`src/rtl/key_event_tracker.sv`:
```
`default_nettype none
// ============================================================================
// Module      : key_event_tracker
// Description : Per-key hold/press/release/toggle tracking for a configurable
//               set of PS/2 scan codes, with one shared typematic repeater.
// Revision    : 1.0 - initial release
// ============================================================================
module key_event_tracker #(
  parameter int                      NUM_KEYS      = 4,
  parameter logic [NUM_KEYS*9-1:0]   KEY_CODES     = {9'h075, 9'h072, 9'h06B, 9'h074},
  parameter logic [NUM_KEYS-1:0]     TOGGLE_MASK   = '0,
  parameter int                      REPEAT_DELAY  = 8,
  parameter int                      REPEAT_PERIOD = 3
) (
  input  logic                clk,
  input  logic                rst,
  input  logic                been_ready,
  input  logic [8:0]          last_change,
  input  logic [511:0]        key_down,
  output logic [NUM_KEYS-1:0] held,
  output logic [NUM_KEYS-1:0] toggled,
  output logic [NUM_KEYS-1:0] press_pulse,
  output logic [NUM_KEYS-1:0] release_pulse,
  output logic [NUM_KEYS-1:0] repeat_pulse,
  output logic                any_held
);

  localparam int c_max_cnt = (REPEAT_DELAY > REPEAT_PERIOD) ? REPEAT_DELAY : REPEAT_PERIOD;
  localparam int c_cnt_w   = $clog2(c_max_cnt) + 1;
  localparam int c_idx_w   = (NUM_KEYS > 1) ? $clog2(NUM_KEYS) : 1;

  localparam logic [c_cnt_w-1:0] c_delay  = c_cnt_w'(REPEAT_DELAY);
  localparam logic [c_cnt_w-1:0] c_period = c_cnt_w'(REPEAT_PERIOD);
  localparam logic [c_cnt_w-1:0] c_one    = c_cnt_w'(1);

  typedef enum logic [1:0] {
    ST_IDLE  = 2'd0,
    ST_DELAY = 2'd1,
    ST_RATE  = 2'd2
  } state_t;

  // Registered state
  logic [NUM_KEYS-1:0] held_q, held_d;
  logic [NUM_KEYS-1:0] toggled_q, toggled_d;
  logic [NUM_KEYS-1:0] press_q, press_d;
  logic [NUM_KEYS-1:0] release_q, release_d;
  logic [NUM_KEYS-1:0] repeat_q, repeat_d;
  state_t              state_q, state_d;
  logic [c_cnt_w-1:0]  cnt_q, cnt_d;
  logic [c_idx_w-1:0]  rpt_idx_q, rpt_idx_d;

  // Combinational decode
  logic                w_hit;
  logic [c_idx_w-1:0]  w_hit_idx;
  logic [NUM_KEYS-1:0] w_sel;
  logic                w_new_state;
  logic                w_press_ev;
  logic                w_release_ev;
  logic                w_fire;

  // Scan downwards so the lowest matching slot is the one that sticks.
  always_comb begin
    w_hit     = 1'b0;
    w_hit_idx = '0;
    w_sel     = '0;
    for (int i = NUM_KEYS - 1; i >= 0; i--) begin
      if (last_change == KEY_CODES[9*i +: 9]) begin
        w_hit     = 1'b1;
        w_hit_idx = c_idx_w'(i);
        w_sel     = '0;
        w_sel[i]  = 1'b1;
      end
    end
    w_new_state  = key_down[last_change];
    w_press_ev   = been_ready & w_hit & ~held_q[w_hit_idx] &  w_new_state;
    w_release_ev = been_ready & w_hit &  held_q[w_hit_idx] & ~w_new_state;
  end

  always_comb begin
    press_d   = w_sel & {NUM_KEYS{w_press_ev}};
    release_d = w_sel & {NUM_KEYS{w_release_ev}};
    held_d    = (held_q | press_d) & ~release_d;
    toggled_d = toggled_q ^ (press_d & TOGGLE_MASK);
  end

  always_comb begin
    state_d   = state_q;
    cnt_d     = cnt_q;
    rpt_idx_d = rpt_idx_q;
    w_fire    = 1'b0;
    repeat_d  = '0;

    case (state_q)
      ST_IDLE: begin
        cnt_d = cnt_q;
      end
      ST_DELAY: begin
        if (cnt_q == c_delay) begin
          w_fire  = 1'b1;
          cnt_d   = c_one;
          state_d = ST_RATE;
        end else begin
          cnt_d = cnt_q + c_one;
        end
      end
      ST_RATE: begin
        if (cnt_q == c_period) begin
          w_fire = 1'b1;
          cnt_d  = c_one;
        end else begin
          cnt_d = cnt_q + c_one;
        end
      end
      default: begin
        state_d = ST_IDLE;
        cnt_d   = '0;
      end
    endcase

    // Releasing the repeating key cancels any pulse due at the same edge.
    if (w_release_ev && (w_hit_idx == rpt_idx_q) && (state_q != ST_IDLE)) begin
      state_d = ST_IDLE;
      cnt_d   = '0;
      w_fire  = 1'b0;
    end

    // A fresh press always takes over the repeater, even on a due edge.
    if (w_press_ev && (REPEAT_DELAY > 0)) begin
      state_d   = ST_DELAY;
      cnt_d     = c_one;
      rpt_idx_d = w_hit_idx;
      w_fire    = 1'b0;
    end

    if (w_fire) begin
      repeat_d[rpt_idx_q] = 1'b1;
    end
  end

  always_ff @(posedge clk or posedge rst) begin
    if (rst) begin
      held_q    <= '0;
      toggled_q <= '0;
      press_q   <= '0;
      release_q <= '0;
      repeat_q  <= '0;
      state_q   <= ST_IDLE;
      cnt_q     <= '0;
      rpt_idx_q <= '0;
    end else begin
      held_q    <= held_d;
      toggled_q <= toggled_d;
      press_q   <= press_d;
      release_q <= release_d;
      repeat_q  <= repeat_d;
      state_q   <= state_d;
      cnt_q     <= cnt_d;
      rpt_idx_q <= rpt_idx_d;
    end
  end

  assign held          = held_q;
  assign toggled       = toggled_q;
  assign press_pulse   = press_q;
  assign release_pulse = release_q;
  assign repeat_pulse  = repeat_q;
  assign any_held      = |held_q;

endmodule
`default_nettype wire

```
`config.mk`:
```
export PLATFORM = sky130hd
export DESIGN_NAME = key_event_tracker
export DESIGN_NICKNAME = d
export VERILOG_FILES = /design/src/rtl/key_event_tracker.sv
export SDC_FILE = /design/constraint.sdc
export NUM_CORES = 1
export LEC_CHECK = 0
export CAP_MARGIN = 20
export CORE_AREA = 8 8 209 211
export CTS_CLUSTER_SIZE = 25
export DETAILED_ROUTE_END_ITERATION = 8
export DIE_AREA = 0 0 217 219
export PLACE_DENSITY = 0.52
export SYNTH_ARGS = -nofsm -noshare
export SYNTH_HDL_FRONTEND = slang
export SYNTH_SLANG_ARGS = --single-unit
```
`constraint.sdc`:
```
create_clock -name clk -period 2.7 [get_ports clk]
set_clock_uncertainty 0.2 [all_clocks]
set_input_delay 0.675 -clock clk [delete_from_list [all_inputs] [get_ports clk]]
set_output_delay 0.675 -clock clk [all_outputs]
set_load 0.1 [all_outputs]
```
### Word level (Yosys, flattened, before mapping)

Index checks and enable logic that the tools add are counted.

| storage, ports and cells | value |
|---|---|
| flip-flop bits (word level) | 24 |
| latch bits | 0 |
| memory bits (writable) | 0 |
| bits in read-only memories | 0 |
| input bits | 524 |
| output and inout port bits | 21 |
| logic and storage cells | 77 |
| memories kept | 0 |

| cells by class | value |
|---|---|
| $add $sub $neg | 1 |
| multiply operators | 0 |
| divide/modulo/power cells | 0 |
| $lt $le $gt $ge | 4 |
| equal/unequal tests | 12 |
| shifts and indexed selects | 0 |
| muxes and demuxes | 33 |
| bitwise logic cells | 12 |
| reduce and logical (&&, ||, !) cells | 8 |

Operators with widths:

| cell | count |
|---|---|
| $eq 9x7->1 const B | 4 |
| $mux 4 | 9 |
| $mux 2 | 7 |
| $and 4x4->4 | 3 |
| $pmux 4 s3 | 1 |
| $mux 1 | 11 |
| $lt 9x10->1 const B | 1 |
| $bmux 1 s9 | 1 |
| $lt 2x3->1 const B | 2 |
| $and 1x1->1 | 5 |
| $add 4x1->4 const B | 1 |
| $eq 4x2->1 const B | 1 |
| $eq 4x4->1 const B | 1 |
| $ne 4x4->1 const B | 1 |
| $not 4->4 | 1 |
| $or 4x4->4 | 1 |
| $pmux 2 s2 | 1 |
| $reduce_or 4->1 | 1 |
| $logic_and 1x1->1 | 3 |
| $ne 3x1->1 const B | 1 |
| $ne 3x3->1 const B | 1 |
| $bmux 1 s2 | 1 |
| $demux 1 s2 | 1 |
| $eq 2x1->1 const B | 1 |
| 9 further kinds | 10 |

### Depth between registers and ports, before layout

Gate-level depths: netlist of the first run.

| depth | value |
|---|---|
| word-level depth | 14 |
| depth in mapped cells | 14 |
| gate-level depth less buffers | 10 |

### Worst setup path before layout of the first run

No wires, ideal clock.

| timing path | value |
|---|---|
| path kind | input-to-reg |
| from | input last_change[0] |
| to | register cnt_q[0] |
| setup time | 137 ps |
| data arrival time | 2795 ps |
| required time | 2363 ps |
| path slack | -432 ps |
| stages on the path | 10 |
| buffers on the path | 3 |
| cell sequence | buf_6 buf_8 buf_6 mux4_2 a221oi_1 o21ai_0 nand4_1 a31oi_4 nor3_4 o21ai_1 |

| on the way | value |
|---|---|
| word-level cells in the longest chain between the ends | 13 |
| elaborated cells on any way between the ends | 29 |
| classes of those cells | 6 x eq/ne; 14 x mux; 7 x bitwise; 2 x reduce/logical |

Ends and longest elaborated chain:

| element | RTL line | RTL |
|---|---|---|
| start: declaration | 18 | `input logic [8:0] last_change,` |
| $eq 9x7->1 | 67 | `if (last_change == KEY_CODES[9*i +: 9]) begin` |
| $mux 2 (4 in series) | 67 |  |
| $bmux 1 s2 | 75, 76 |  |
| $mux 1 (not written as such) | 75, 76 |  |
| $and 1x1->1 (2 in series) | 76 | `w_release_ev = been_ready & w_hit & held_q[w_hit_idx] & ~w_new_state;` |
| $logic_and 1x1->1 (2 in series) | 121 | `if (w_release_ev && (w_hit_idx == rpt_idx_q) && (state_q != ST_IDLE)) begin` |
| $mux 4 | 121 |  |
| $mux 4 | 128 | `if (w_press_ev && (REPEAT_DELAY > 0)) begin` |
| end signal: assignment | 157 | `cnt_q <= cnt_d;` |
| end: declaration | 49 | `logic [c_cnt_w-1:0] cnt_q, cnt_d;` |

Parallel ways exist; a longest one is shown, timed or not. The select of a mux whose other input is x is not followed.
A chain may end at the register's enable or synchronous reset.

### Final worst setup path of the first run

| timing path | value |
|---|---|
| from | input last_change[1] |
| to | register held_q[3], in the netlist held[3] |

| on the way | value |
|---|---|
| elaborated cells on any way between the ends | 32 |
| classes of those cells | 4 x eq/ne; 16 x mux; 12 x bitwise |

RTL lines:

| element | RTL line | RTL |
|---|---|---|
| $eq 9x7->1 | 67 |  |
| $mux 2 (4 in series) | 67 |  |
| $bmux 1 s2 | 76 |  |
| $mux 1 (not written as such) | 76 |  |
| $and 1x1->1 (2 in series) | 76 |  |
| $and 4x4->4 * | 81 | `release_d = w_sel & {NUM_KEYS{w_release_ev}};` |
| named net release_d[3] | 46 | `logic [NUM_KEYS-1:0] release_q, release_d;` |
| $not 4->4 * | 82 | `held_d = (held_q \| press_d) & ~release_d;` |
| $and 4x4->4 * | 82 |  |
| named net held_d[3] | 43 | `logic [NUM_KEYS-1:0] held_q, held_d;` |
| end signal: assignment | 151 | `held_q <= held_d;` |
| end: declaration | 43 |  |

The timed path passes the listed nets; every way through them passes the cells marked *. The select of a mux whose other input is x is not followed.

==> results of run 1 <==
-- flip-flops by register name, indices dropped and copies added (netlist names) --
| signal | flops |
|---|---|
| cnt_q | 4 |
| rpt_idx_q | 2 |
| state_q | 2 |
| release_pulse | 4 |
| held | 4 |
| repeat_pulse | 4 |
| press_pulse | 4 |
-- cell families after synthesis --
family | Yosys count | synth area share
AO/OA/AOI/OAI | 123 | 0.150
XOR/XNOR | 2 | 0.00297
adder cells (fa/ha/maj) | 5 | 0.0106
buffers and inverters | 63 | 0.0786
flip-flops | 24 | 0.102
multiplexers | 193 | 0.514
other | 1 | 0.000636
AND/OR/NAND/NOR | 150 | 0.141
-- worst max path at each step --
stage	startpoint	endpoint	slack (ns)	depth (start not counted)
6_report	last_change[1]	held[3]	-0.47	15
5_1_grt	last_change[6]	held[3]	-0.55	11
4_1_cts	last_change[0]	held[3]	-0.45	9
3_5_place_dp	last_change[0]	repeat_pulse[3]	-0.98	13
3_3_place_gp	last_change[0]	repeat_pulse[3]	-1.01	13
2_1_floorplan	last_change[0]	repeat_pulse[0]	-0.35	11
-- worst max-delay path, cell delays in order --
cell and delay (ns):
buf_12 0.11, buf_12 0.14, buf_8 0.13, buf_4 0.13, buf_4 0.12, mux4_2 0.31
mux2i_4 0.20, nor2_1 0.08, a2111oi_2 0.31, a2111o_1 0.18, a311oi_4 0.06, buf_12 0.16
buf_12 0.12, nor4_4 0.16, o21ba_1 0.19
-- through the flow --
stage / cells / cell area (µm²) / util / hold WS (ns)
final: 1775 / 14000 / 0.347 / 0.375
after global placement: 1722 / 12700 / 0.315 / 0.348
after detailed placement: 1722 / 12700 / 0.315 / 0.362
after global routing: 1775 / 14000 / 0.347 / 0.408
after floorplan: 564 / 5970 / - / 0.328
after CTS: 1747 / 13400 / 0.332 / 0.370
-- cell type report --
cell class	instances	area [µm²]
Fill cell	4169	26400
Timing Repair Buffer	726	7280
Multi-Input combinational cell	478	5300
Tap cell	532	666
Sequential cell	24	601
Clock buffer	3	75.1
Inverter	11	45.0
Clock inverter	1	30.0
-- report_power, final --
part / leakage [nW] / switching, mW / internal, mW
Combinational: 5.33 / 0.831 / 1.37
Sequential: 0.331 / 0.0243 / 0.387
Clock: 0.0511 / 0.117 / 0.294
Total: 5.71 / 0.972 / 2.05
-- placed cells by master, fill, tap and decap left out, drive strengths merged, types with 6 or more instances in the layout --
cell type,Yosys,final
a211oi,7,7
dlymetal6s2s,0,22
dlygate4sd2,0,34
o21ai,18,18
inv,10,9
a21oi,20,20
a22oi,19,19
nand2,47,47
and2,10,10
nand2b,6,6
a31oi,11,11
dfrtp,24,24
a221oi,6,6
buf,41,201
nor2b,7,7
clkdlybuf4s50,0,463
nor3,11,11
mux2i,104,104
nor2,21,21
clkbuf,11,7
nand3,20,20
o22ai,14,14
mux4,87,87
-- timing repair --
item                                    in CTS  in global routing
hold endpoints to repair                     0                  0
pin swaps                                   25                 33
setup buffers                               20                 25
cloned                                       5                  4
resized for setup                          103                 86
endpoints found under the setup margin      24                 24
-- metal layers --
metal,share of wire,up-vias,GRT usage
met5,0.00053,-,0
met4,0.018,4,0.0316
met3,0.065,41,0.0388
met2,0.53,319,0.310
met1,0.39,3745,0.196
li1,-,3665,-
==> flow_metrics.tcl, run 1 <==
set metrics [dict create \
    arrival_ns 3.12 \
    violations "negative setup slack" \
    n_antenna_cell 0 \
    layout_setup_ws_ns -0.473 \
    ys_warn_count 0 \
    place_ws_ns -0.981 \
    postSynthCellCount 561 \
    clock_sinks 24 \
    grt_pass1_vias 8838 \
    yosysSeqAreaShare 0.102 \
    synth-async-reset-ratio 1.00 \
    cts_tree "yes" \
    htreeDepth 1 \
    gr-total-overflow 0 \
    vias 7774 \
    rows 74 \
    timing.final.crit_share 1.18 \
    netlist.top_cell.by_area "mux4_2" \
    status "finished with violations" \
    reg2reg_slack_ns 0.56 \
    holdPathEnd "state_q[0]" \
    ctsHoldBuffers 0 \
    clockBufferDepth 2 \
    drtPass1Iterations 4 \
    hold_depth 2 \
    r2r_cells 8 \
    tns_ns -9.34 \
    yosysMostFrequentCell "mux2i_1" \
    netlist-cell-type-count 74 \
    crit_required_ns 2.64 \
    r2r_end "repeat_pulse[2]" \
    place_congestion 0.838 \
    grt_max_degree 25 \
    synth.area.top_cells "mux4_2 33%, mux2i_1 17%, dfrtp_1 10%, nand2_1 3.0%, buf_6 2.5%" \
    hold_viol_final 0 \
    path_clk_slew_ns 0.06 \
    path_max_fanout 6 \
    setup.worst_path.class "in -> reg" \
    die_area_um2 47500 \
    drt_iter0_markers 325 \
    vdd_drop_max_mv 0.154 \
    period_needed_ns 3.17 \
    max_freq_ghz 0.315 \
    drtAntennaViolNets 0 \
    drv_cap 0 \
    viasPerCell 4.38 \
    synth.avg_cell_area_um2 10.5 \
    synthDominantCellAreaShare 0.329 \
    io_pins 545 \
    critPathLaunchType "input pin" \
    synth.cell_area_um2 5890 \
    nNetsFinal 1773 \
    die_h_um 219 \
    io_buffers 540 \
    antenna_found_initial 5 \
    worst_slew_pin_slew_ns 0.592 \
    grt_pass1_wl_um 59400 \
    clk_latency_ns 0.25 \
    ys.flop_type "dfrtp_1" \
    rsz0062_at_grt "true" \
    grt_use_total 0.167 \
    setup_viol 24 \
    min_from "state_q[0]" \
    die_x_um 217 \
    core_um2 40400 \
    area_growth_pct 137 \
    cts_buffers 3 \
    r2r_start "state_q[0]" \
    root_buffer "clkbuf_16" \
    ys_ff_latch 24 \
    wl_per_cell_um 24.4 \
    drc 0 \
    drt-total-wl_um 43200 \
    initial_core_util 0.146 \
    layout-drive-gt1-share 0.312 \
    hold_class "reg -> reg" \
    p_leak_nw 5.71 \
    dp_hpwl_um 37600 \
    maxSlewViolCount 0 \
    synth_common_cells "103 x mux2i_1, 86 x mux4_2, 47 x nand2_1, 24 x dfrtp_1" \
    synth_edf_count 0 \
    cp-end-kind "register" \
    max_slew_margin 0.604 \
    power_mw 3.02 \
    pwr_density_cell_nw_per_um2 216 \
]
Note: power is estimated with default switching activity, not from simulation.
==> inputs of run 2 (changes only) <==
--- a/config.mk
+++ b/config.mk
@@ -6,11 +6,13 @@
 export NUM_CORES = 1
 export LEC_CHECK = 0
 export CAP_MARGIN = 20
-export CORE_AREA = 8 8 209 211
+export CORE_AREA = 2 2 215 217
 export CTS_CLUSTER_SIZE = 25
 export DETAILED_ROUTE_END_ITERATION = 8
 export DIE_AREA = 0 0 217 219
-export PLACE_DENSITY = 0.52
+export HOLD_SLACK_MARGIN = 0.1
+export PLACE_DENSITY = 0.48
+export REMOVE_ABC_BUFFERS = 1
 export SYNTH_ARGS = -nofsm -noshare
 export SYNTH_HDL_FRONTEND = slang
 export SYNTH_SLANG_ARGS = --single-unit
==> run 2 against run 1 <==
  * The run still ends with negative setup slack left
  * Critical path type unchanged
  * Global-route usage decreased by 0.68 points
  * Critical endpoint is now held[2]
  * Setup slack got worse by 0.011 ns
  * Via count about the same
  * Fmax decreased by 0.34%
  * Worst hold slack got worse by 0.017 ns
  * Core utilization decreased by 4.1 points
  * Design area decreased by 1.6%
  * Critical path depth decreased by 3
==> flow_metrics.tcl, run 2 (synthesis results as in run 1) <==
set metrics [dict create \
    status "finished with violations" \
    violations "negative setup slack" \
    htreeDepth 1 \
    worst_slew_pin_slew_ns 0.612 \
    utilization 0.305 \
    max_freq_ghz 0.314 \
    io_buffers 540 \
    p_leak_nw 5.40 \
    maxSlewViolCount 0 \
    timing.final.crit_share 1.18 \
    grt_pass1_wl_um 56100 \
    power_mw 2.97 \
    seq_power_share 0.138 \
    r2r_start "state_q[0]" \
    cp-end-kind "register" \
    drt-total-wl_um 40200 \
    clkPwrFrac 0.144 \
    hold_viol_final 0 \
    layout-drive-gt1-share 0.292 \
    path_max_fanout 6 \
    clk_latency_ns 0.26 \
    cts_buffers 3 \
    p_comb_frac 0.718 \
    arrival_ns 3.13 \
    hold_class "reg -> reg" \
    final_area_um2 13800 \
    cp_slowest_cell "mux4_2" \
    period_needed_ns 3.18 \
    critPathLaunchType "input pin" \
    rsz0062_at_grt "true" \
    drtPass1Iterations 4 \
    drv_cap 0 \
    p_switching_uw 961 \
    r2r_end "repeat_pulse[0]" \
    drt_iter0_markers 293 \
    drtAntennaViolNets 0 \
    max_slew_margin 0.591 \
    grt_max_degree 26 \
    clockBufferDepth 2 \
    ctsHoldBuffers 0 \
    final_cell_mix "492 x clkdlybuf4s50_1, 160 x buf_4, 100 x mux2i_1" \
    setup.worst_path.class "in -> reg" \
    holdWs_ns 0.358 \
    wl_per_cell_um 21.9 \
    antenna_found_initial 3 \
    holdPathEnd "state_q[0]" \
    place_congestion 0.886 \
    critical-path-max-stage-delay_ns 0.55 \
    die_h_um 219 \
    critPathTopFamily "multiplexers" \
    vdd_drop_max_mv 0.184 \
    vias 7779 \
    area_growth_pct 134 \
    grt_pass1_vias 8679 \
    die_x_um 217 \
    io_pins 545 \
    grt_use_total 0.161 \
    nNetsFinal 1766 \
    viasPerCell 4.23 \
    crit_chain "buf_16, buf_16, buf_12, mux4_2, mux4_2, nor2_4, a211oi_4, nand4b_4, a31oi_4, buf_4, nor4_4, nor2_1" \
    rows 78 \
    path_buf_inv 4 \
    final_common_cell "clkdlybuf4s50_1" \
    core_um2 45100 \
    cts_tree "yes" \
    reg2reg_slack_ns 0.60 \
    root_buffer "clkbuf_16" \
    setup_viol 24 \
    hold_depth 2 \
    dp_hpwl_um 35500 \
    layout_setup_ws_ns -0.484 \
    clock_sinks 24 \
    die_area_um2 47500 \
    pwr_density_cell_nw_per_um2 216 \
    path_clk_slew_ns 0.06 \
    gr-total-overflow 0 \
    min_from "state_q[0]" \
    swShare 0.324 \
    r2r_cells 8 \
    p_int_mw 2.01 \
    tns_ns -9.72 \
    initial_core_util 0.131 \
    drc 0 \
    crit_required_ns 2.64 \
    place_area_um2 12800 \
]
## run 2: changes by cell type in the layout (fill, tap and decap cells not counted), moves of 3 or more
cell,delta
clkdlybuf4s50_1,+29
dlymetal6s2s_1,-21
dlygate4sd2_1,-10
buf_6,+4
a221oi_1,+3
a221oi_2,-3
buf_8,-3
clkbuf_16,-3
diode_2,+3
o21ai_0,+3
o21ai_2,-3
## run 2: layout make-up
class                   instances  area (µm²)
clock inverters                 1        30.0
repair buffers                720        7060
flip-flops and latches         24         601
well taps                     600         751
diodes                          3        7.51
inverters                      11        41.3
clock buffers                   3        75.1
multi-input cells             477        5190
fillers                      4681       31300
## run 2: metal layers
metal | vias to the layer above | track usage | share of wire
met5 | - | 0 | 0.00055
met4 | 4 | 0.0233 | 0.013
met3 | 26 | 0.0274 | 0.056
met2 | 303 | 0.307 | 0.53
met1 | 3794 | 0.190 | 0.40
li1 | 3652 | - | -
## run 2: what timing repair did
action / 4_1_cts / 5_1_grt
setup endpoints to repair: 24 / 24
endpoints found under the hold margin: 0 / 0
buffers inserted: 25 / 7
resized for setup: 108 / 28
gates cloned: 3 / 1
pin swaps: 18 / 15
## run 2: power groups by stage
stage          clock [mW]  combinational [mW]  sequential, mW
2_1_floorplan           0               0.684           0.420
5_1_grt             0.452                2.29           0.413
3_5_place_dp            0                2.00           0.416
4_1_cts             0.434                2.12           0.410
6_report            0.428                2.13           0.410
3_3_place_gp            0                1.99           0.416
## run 2: tightest hold or removal path, delay by kind of cell (launching register included)
kind	cells	cell delay [ns]
AOI/OAI and AO/OA	1	0.06
DFF	1	0.40
and+or+nand+nor	1	0.07
## run 2: worst max path at each step
| stage | endpoint | from | depth (start not counted) |
|---|---|---|---|
| after global placement | state_q[1] | last_change[4] | 11 |
| final | held[2] | last_change[0] | 12 |
| after floorplan | cnt_q[0] | last_change[3] | 8 |
| after global routing | held[2] | last_change[0] | 12 |
| after CTS | held[3] | last_change[0] | 12 |
| after detailed placement | state_q[1] | last_change[4] | 11 |
## run 2: stage by stage
step,cells,setup slack [ns]
2_1_floorplan,512,-0.389
3_3_place_gp,1800,-1.27
3_5_place_dp,1800,-1.30
4_1_cts,1829,-0.501
5_1_grt,1836,-0.584
6_report,1839,-0.484
